[src/rtl/serial_adder.sv]
// Bit-serial LSB-first adder: two half-adder stages plus a carry flop add one
// bit pair per clock and report the WIDTH-bit sum and final carry on done.
module serial_adder #(
  parameter int WIDTH = 8
) (
  input  logic             clk,
  input  logic             reset,
  input  logic             start,
  input  logic [WIDTH-1:0] a,
  input  logic [WIDTH-1:0] b,
  output logic             busy,
  output logic             done,
  output logic [WIDTH-1:0] sum,
  output logic             carry_out,
  output logic             bit_valid,
  output logic             bit_out
);

  localparam int CW = $clog2(WIDTH + 1);

  typedef enum logic [1:0] {IDLE, RUN, DONE} state_e;

  state_e           state_q, state_d;
  logic [WIDTH-1:0] a_sr_q, a_sr_d;
  logic [WIDTH-1:0] b_sr_q, b_sr_d;
  logic [WIDTH-1:0] acc_q, acc_d;
  logic [WIDTH-1:0] sum_q, sum_d;
  logic [CW-1:0]    cnt_q, cnt_d;
  logic             c_q, c_d;
  logic             carry_q, carry_d;
  logic             busy_q, busy_d;
  logic             done_q, done_d;
  logic             bit_valid_q, bit_valid_d;
  logic             bit_out_q, bit_out_d;

  logic             s0, c0, sbit, c1, carry_next;
  logic [WIDTH-1:0] acc_shift;

  always_comb begin
    // NOTE: every _d gets a default first so no path leaves it unassigned; a
    // missing default in always_comb is how latches sneak in.
    state_d     = state_q;
    a_sr_d      = a_sr_q;
    b_sr_d      = b_sr_q;
    acc_d       = acc_q;
    sum_d       = sum_q;
    cnt_d       = cnt_q;
    c_d         = c_q;
    carry_d     = carry_q;
    busy_d      = busy_q;
    done_d      = done_q;
    bit_valid_d = bit_valid_q;
    bit_out_d   = bit_out_q;

    // Full-add cell: half adder on the operand bits, half adder with the carry.
    s0         = a_sr_q[0] ^ b_sr_q[0];
    c0         = a_sr_q[0] & b_sr_q[0];
    sbit       = s0 ^ c_q;
    c1         = s0 & c_q;
    carry_next = c0 | c1;
    acc_shift  = (acc_q >> 1) | (WIDTH'(sbit) << (WIDTH - 1));

    unique case (state_q)
      IDLE, DONE: begin
        done_d      = 1'b0;
        bit_valid_d = 1'b0;
        busy_d      = 1'b0;
        state_d     = IDLE;
        if (start) begin
          a_sr_d  = a;
          b_sr_d  = b;
          acc_d   = '0;
          c_d     = 1'b0;
          cnt_d   = '0;
          busy_d  = 1'b1;
          state_d = RUN;
        end
      end
      RUN: begin
        a_sr_d      = a_sr_q >> 1;
        b_sr_d      = b_sr_q >> 1;
        acc_d       = acc_shift;
        c_d         = carry_next;
        cnt_d       = cnt_q + CW'(1);
        bit_valid_d = 1'b1;
        bit_out_d   = sbit;
        if (cnt_q == CW'(WIDTH - 1)) begin
          sum_d   = acc_shift;
          carry_d = carry_next;
          done_d  = 1'b1;
          busy_d  = 1'b0;
          state_d = DONE;
        end
      end
      default: state_d = IDLE;
    endcase
  end

  always_ff @(posedge clk) begin
    // NOTE: sequential state uses non-blocking assignments so every flop
    // samples the pre-edge values regardless of statement order.
    if (reset) begin
      state_q     <= IDLE;
      a_sr_q      <= '0;
      b_sr_q      <= '0;
      acc_q       <= '0;
      sum_q       <= '0;
      cnt_q       <= '0;
      c_q         <= 1'b0;
      carry_q     <= 1'b0;
      busy_q      <= 1'b0;
      done_q      <= 1'b0;
      bit_valid_q <= 1'b0;
      bit_out_q   <= 1'b0;
    end else begin
      state_q     <= state_d;
      a_sr_q      <= a_sr_d;
      b_sr_q      <= b_sr_d;
      acc_q       <= acc_d;
      sum_q       <= sum_d;
      cnt_q       <= cnt_d;
      c_q         <= c_d;
      carry_q     <= carry_d;
      busy_q      <= busy_d;
      done_q      <= done_d;
      bit_valid_q <= bit_valid_d;
      bit_out_q   <= bit_out_d;
    end
  end

  assign busy      = busy_q;
  assign done      = done_q;
  assign sum       = sum_q;
  assign carry_out = carry_q;
  assign bit_valid = bit_valid_q;
  assign bit_out   = bit_out_q;

endmodule

[config.mk]
export PLATFORM = sky130hd
export DESIGN_NAME = serial_adder
export DESIGN_NICKNAME = d
export VERILOG_FILES = /design/src/rtl/serial_adder.sv
export SDC_FILE = /design/constraint.sdc
export NUM_CORES = 1
export LEC_CHECK = 0
export ABC_AREA = 1
export BUFFER_PORTS_ARGS = -buffer_cell sky130_fd_sc_hd__buf_4
export CAP_MARGIN = 20
export CORE_MARGIN = 5
export CORE_UTILIZATION = 30
export DETAILED_ROUTE_END_ITERATION = 6
export PLACE_DENSITY_LB_ADDON = 0.3
export SLEW_MARGIN = 10
export SYNTH_ARGS = -nofsm -noshare
export SYNTH_HDL_FRONTEND = slang
export SYNTH_SLANG_ARGS = --single-unit
[constraint.sdc]
create_clock -name clk -period 1.6 [get_ports clk]
set_input_delay 0.08 -clock clk [delete_from_list [all_inputs] [get_ports clk]]
set_output_delay 0.08 -clock clk [all_outputs]
set_load 0.01 [all_outputs]
==> results of run 1 <==
==> power breakdown <==
| group | leakage, nW | switching, W | internal (W) |
|---|---|---|---|
| clock | 0.0513 | 0.000344 | 0.000458 |
| combinational | 0.583 | 0.000157 | 0.0000999 |
| sequential | 0.350 | 0.0000263 | 0.00111 |
| total | 0.985 | 0.000528 | 0.00167 |
==> critical path, cell delays in order (launching register included) <==
cell and delay (ps):
dfxtp_1 370, inv_4 210, nand2_8 140, nand2_2 120
clkinv_2 220, nand2_2 130, a21oi_2 50
==> synthesized netlist by cell type (2+ instances only) <==
cell     instances
buf_6            4
nand2_4          2
inv_1           17
nor2_1           3
dfxtp_1         43
nand3_1         53
nand2_1         52
nand2_2         11
buf_1            2
buf_2            8
a21oi_2         10
buf_4            2
o21ai_0          3
a21oi_1         22
==> final timing paths <==
check,to,from,slack (ps)
hold reg to reg,bit_out,bit_out,470
hold / removal,b_sr_q[7],b[7],60
setup / recovery,acc_q[5],state_q[0],250
setup reg to reg,acc_q[5],state_q[0],250
==> final cells by class <==
| type | count | area [um2] | area share (%) |
|---|---|---|---|
| multi-input combinational | 163 | 871 | 38.3 |
| sequential | 43 | 861 | 37.9 |
| timing repair buffer | 35 | 263 | 11.6 |
| clock buffer | 6 | 72.6 | 3.19 |
| clock inverter | 1 | 30.0 | 1.32 |
| inverter | 20 | 78.8 | 3.47 |
| tap | 77 | 96.3 | 4.24 |
==> registers in the layout, summed over array words and instances (netlist names) <==
| register | flops |
|---|---|
| a_sr_q | 8 |
| acc_q | 7 |
| b_sr_q | 8 |
| bit_out | 1 |
| bit_valid | 1 |
| busy | 1 |
| c_q | 1 |
| carry_out | 1 |
| cnt_q | 4 |
| done | 1 |
| state_q | 2 |
| sum | 8 |
==> layer usage <==
layer  part of all wire, %  wire length [um]  GRT usage, %  vias to the layer above
li1                      -                 -             -                      834
met2                    46              1910          16.9                       26
met5                     0                 0             0                        -
met4                  0.57                24          2.98                        0
met3                   4.0               166          3.09                        2
met1                    50              2080          14.4                      733
==> logic make-up (layout without fill, tap and decap cells) <==
logic type,after synthesis,in the layout
AND/OR/NAND/NOR,125,125
flip-flops,43,43
AO/OA/AOI/OAI,36,36
buffers and inverters,36,62
adder cells (fa/ha/maj),2,2
==> metrics by stage <==
stage	area [um2]	power (W)	setup slack (ps)	hold slack, ps
6_report	2270	0.00219	248	64.4
5_1_grt	2270	0.00231	68.4	64.4
4_1_cts	2270	0.00223	210	59.3
3_5_place_dp	2170	0.00142	226	364
3_3_place_gp	2170	0.00142	215	363
2_1_floorplan	1920	0.00135	412	239
==> qor.csv, run 1 <==
stage,metric,value,unit
power,PwrDens,966,mW/mm2
clocking,htree depth,2,
placement,Port Buffer Count,31,
setup_path,Critical Path Source Type,flip-flop,
finish,"most common cell after layout, fill and taps aside",nand3_1,
clocking,TritonCTS buffer count,5,
power,P_leak,0.985,nW
synth,Synth Flop Type,dfxtp_1,
grt,vias in the first global route,1580,
clocking,Clock Root Buffer,clkbuf_8,
synth,Synth Area in Adders,1.70,%
clocking,clk sinks,43,
synth,syn_nets,263,
routing,detailed-route DRC error count,0,
timing,max-slew violation count,0,
worst_hold_path,hold crit path type,input port to flip-flop,
timing,worst relative slew slack,73.3,%
clocking,clock tree buffer depth,2,
timing,f_max,740,MHz
timing,Final setup violation count,0,
synth,top post-synthesis cells by area,"dfxtp_1 45%, nand3_1 14%, nand2_1 10%, a21oi_1 5.7%, a21oi_2 4.6%",
synth,Post-synth EDFFs,0,
grt,Tot GR Track Use,10.7,%
die,die area,0.00809,mm2
finish,highest-count cells in the layout ignoring fill and taps,"53 x nand3_1, 52 x nand2_1, 43 x dfxtp_1",
finish,final core utilization,36.2,%
synth,mux cell area share after synthesis,0,%
finish,Filler cells,667,
synth,cell taking the most area after synthesis,dfxtp_1,
setup_path,CP Class,flip-flop to flip-flop,
timing,Tcrit/Tclk final,84.5,%
finish,diode count,0,
die,Die Wd,90.0,um
synth,Synth Area in XOR/XNOR,0,%
timing,transition time of the tightest slew-check pin,400,ps
finish,area grow syn2layout,18.5,%
synth,synth unique cells,24,
timing,RSZ-0062 raised after global routing,false,
synth,Synth Warn #,0,
die,# rows,29,
finish,layout cells sized above 1,26.5,%
finish,Nets,289,
synth,simple-gate portion of the synthesized area,32.4,%
timing,Setup TNS Final,0,ps
placement,gpl congestion,0.702,
grt,largest net degree at the start of global routing,20,
worst_hold_path,Min-Delay Path Depth,3,
routing,Avg Vias per Cell,4.62,
synth,Synth Instances,242,
clocking,clk slew on worst S/H paths,80,ps
timing,clk_skew,5.87,ps
routing,wire per inst,12.1,um
grt,global-route wire length before repair,7.38,mm
setup_path,Worst Setup End Kind,flip-flop,
clocking,clock latency on the worst-skew pair,280,ps
placement,Post-DP HPWL,2.86,mm
die,Starting Density,30.6,%
grt,initial antenna violation count,0,
die,Die Y,90.0,um
clocking,Resized Gates After CTS,0,
synth,largest family of logic cells by synthesized area,simple AND/OR/NAND/NOR gates,
synth,Synth Area in Compound Gates,11.4,%
synth,top cell type's share of synthesized area,44.9,%
routing,Initial DRC Count,80,
synth,sequential area share after synthesis,44.9,%
clocking,hold_buf cts,0,
routing,Routed Antenna Nets,0,
synth,Post-synth ARST share,0,%
die,io pins,32,
timing,final-report hold violation count,0,
power,maximum VDD drop,0.000542,V
routing,TritonRoute pass-1 iters,4,
die,Core ar.,0.00628,mm2
timing,Period minus WS final,1350,ps
routing,final WL,4.18,mm
routing,Vias,1595,
placement,Placed Cells,338,
setup_path,worst path required time,1770,ps
setup_path,WP data arrival,1520,ps
grt,Congestion Overflow GR,0,
job,max-cap check violation count,0,
finish,fin cells,345,
clocking,setup bufs post-CTS,0,
status,status,completed,
synth,Synth Register Bits,43,
setup_path,crit path max fanout,19,
clocking,TritonCTS clock tree,built,
setup_path,Worst Reg2Reg Path Length in Cells,6,
synth,Avg Inst Size Synth,7.93,um2
synth,Syn Std Cell Area,0.00192,mm2
Power figures use the tool's default switching activity.
==> inputs of run 2 (changes only) <==
==> constraint.sdc (replaced) <==
create_clock -name clk -period 1.4 [get_ports clk]
set_input_delay 0.07 -clock clk [delete_from_list [all_inputs] [get_ports clk]]
set_output_delay 0.07 -clock clk [all_outputs]
set_load 0.01 [all_outputs]
==> qor.csv, run 2 (synthesis results as in run 1) <==
stage,metric,value,unit
status,status,completed,
placement,Post-DP Area,0.00221,mm2
setup_path,Worst Setup End Kind,flip-flop,
clocking,Resized Gates After CTS,0,
setup_path,crit path max fanout,13,
grt,initial antenna violation count,0,
finish,highest-count cells in the layout ignoring fill and taps,"53 x nand3_1, 52 x nand2_1, 43 x dfxtp_1",
timing,final-report hold violation count,0,
setup_path,CP Class,flip-flop to flip-flop,
die,die area,0.00809,mm2
timing,clk_skew,9.61,ps
timing,Final setup violation count,0,
job,max-cap check violation count,0,
timing,Tcrit/Tclk final,92.0,%
clocking,clk sinks,43,
grt,Congestion Overflow GR,0,
finish,design area,0.00234,mm2
die,Starting Density,30.6,%
routing,Vias,1639,
finish,layout cells sized above 1,28.7,%
die,Core ar.,0.00628,mm2
die,# rows,29,
placement,Post-DP HPWL,2.98,mm
grt,vias in the first global route,1651,
routing,final WL,4.31,mm
routing,Initial DRC Count,94,
setup_path,worst path required time,1640,ps
finish,"most common cell after layout, fill and taps aside",nand3_1,
power,PwrDens,1100,mW/mm2
clocking,TritonCTS buffer count,5,
clocking,TritonCTS clock tree,built,
timing,Setup TNS Final,0,ps
finish,Filler cells,659,
setup_path,"setup slack, reg-to-reg",110,ps
finish,Nets,295,
finish,fin cells,352,
timing,f_max,776,MHz
clocking,clk slew on worst S/H paths,90,ps
clocking,clock latency on the worst-skew pair,300,ps
setup_path,Critical Path Source Type,flip-flop,
grt,Tot GR Track Use,10.9,%
placement,gpl congestion,0.716,
power,maximum VDD drop,0.000647,V
worst_hold_path,hold crit path type,input port to flip-flop,
timing,max-slew violation count,0,
die,Die Wd,90.0,um
grt,global-route wire length before repair,7.53,mm
timing,worst hold slack,47.6,ps
clocking,htree depth,2,
power,Pwr Total,0.00257,W
clocking,hold_buf cts,0,
routing,Avg Vias per Cell,4.66,
timing,RSZ-0062 raised after global routing,false,
placement,Placed Cells,343,
finish,diode count,0,
placement,Port Buffer Count,31,
die,Die Y,90.0,um
routing,detailed-route DRC error count,0,
timing,transition time of the tightest slew-check pin,403,ps
timing,Period minus WS final,1290,ps
clocking,clock tree buffer depth,2,
finish,Reg area,861,um2
routing,TritonRoute pass-1 iters,4,
timing,worst relative slew slack,73.1,%
grt,largest net degree at the start of global routing,19,
power,P_leak,1.00,nW
routing,Routed Antenna Nets,0,
clocking,setup bufs post-CTS,0,
die,io pins,32,
setup_path,WP data arrival,1520,ps
finish,area grow syn2layout,22.2,%
routing,wire per inst,12.2,um
finish,Multi-input gate area,896,um2
clocking,Clock Root Buffer,clkbuf_8,
run 2: cell types whose count changed in the layout (fill, tap and decap cells not counted):
cell / delta
nor2_2: -1
nand2_8: +1
nand2_4: -1
buf_4: +5
clkbuf_1: -1
clkinv_4: +1
nor2_4: +2
clkinv_2: +1
run 2: power breakdown:
part | internal, W | switching, W | leakage [nW]
clock network | 0.000531 | 0.000429 | 0.0581
logic | 0.000125 | 0.000188 | 0.596
registers | 0.00127 | 0.0000302 | 0.350
total | 0.00192 | 0.000647 | 1.00
run 2: worst max-delay path, cell delays in order, from the launching register on:
cell	delay [ps]
dfxtp_1	380
ha_1	180
nand2_1	100
nor2_4	180
nand2_8	130
nor2_4	150
nand2_1	60
nand2_1	50
run 2: final timing paths:
kind / endpoint / depth (start not counted) / start
hold reg to reg: b_sr_q[7] / 2 / b_sr_q[7]
setup / recovery: carry_out / 7 / cnt_q[0]
hold / removal: a_sr_q[7] / 3 / a[7]
setup reg to reg: carry_out / 7 / cnt_q[0]
run 2: routing by layer:
layer  GRT usage, %  vias up  routed length [um]
li1               -      855                   -
met1           14.5      745                2120
met2           17.3       36                1950
met3           3.09        3                 225
met4           3.23        0                  19
met5              0        -                   0
run 2: stage by stage:
step	setup WS [ps]	utilization [%]
after CTS	65.5	37.0
final	112	37.4
after global routing	5.23	37.4
after floorplan	212	-
after detailed placement	88.6	35.2
after global placement	152	35.2
run 2: final cells by class:
type / count / area share [%]
sequential: 43 / 36.7
tap: 77 / 4.11
clock inverter: 3 / 1.87
clock buffer: 5 / 2.93
inverter: 20 / 3.36
timing repair buffer: 40 / 12.8
multi-input combinational: 164 / 38.2
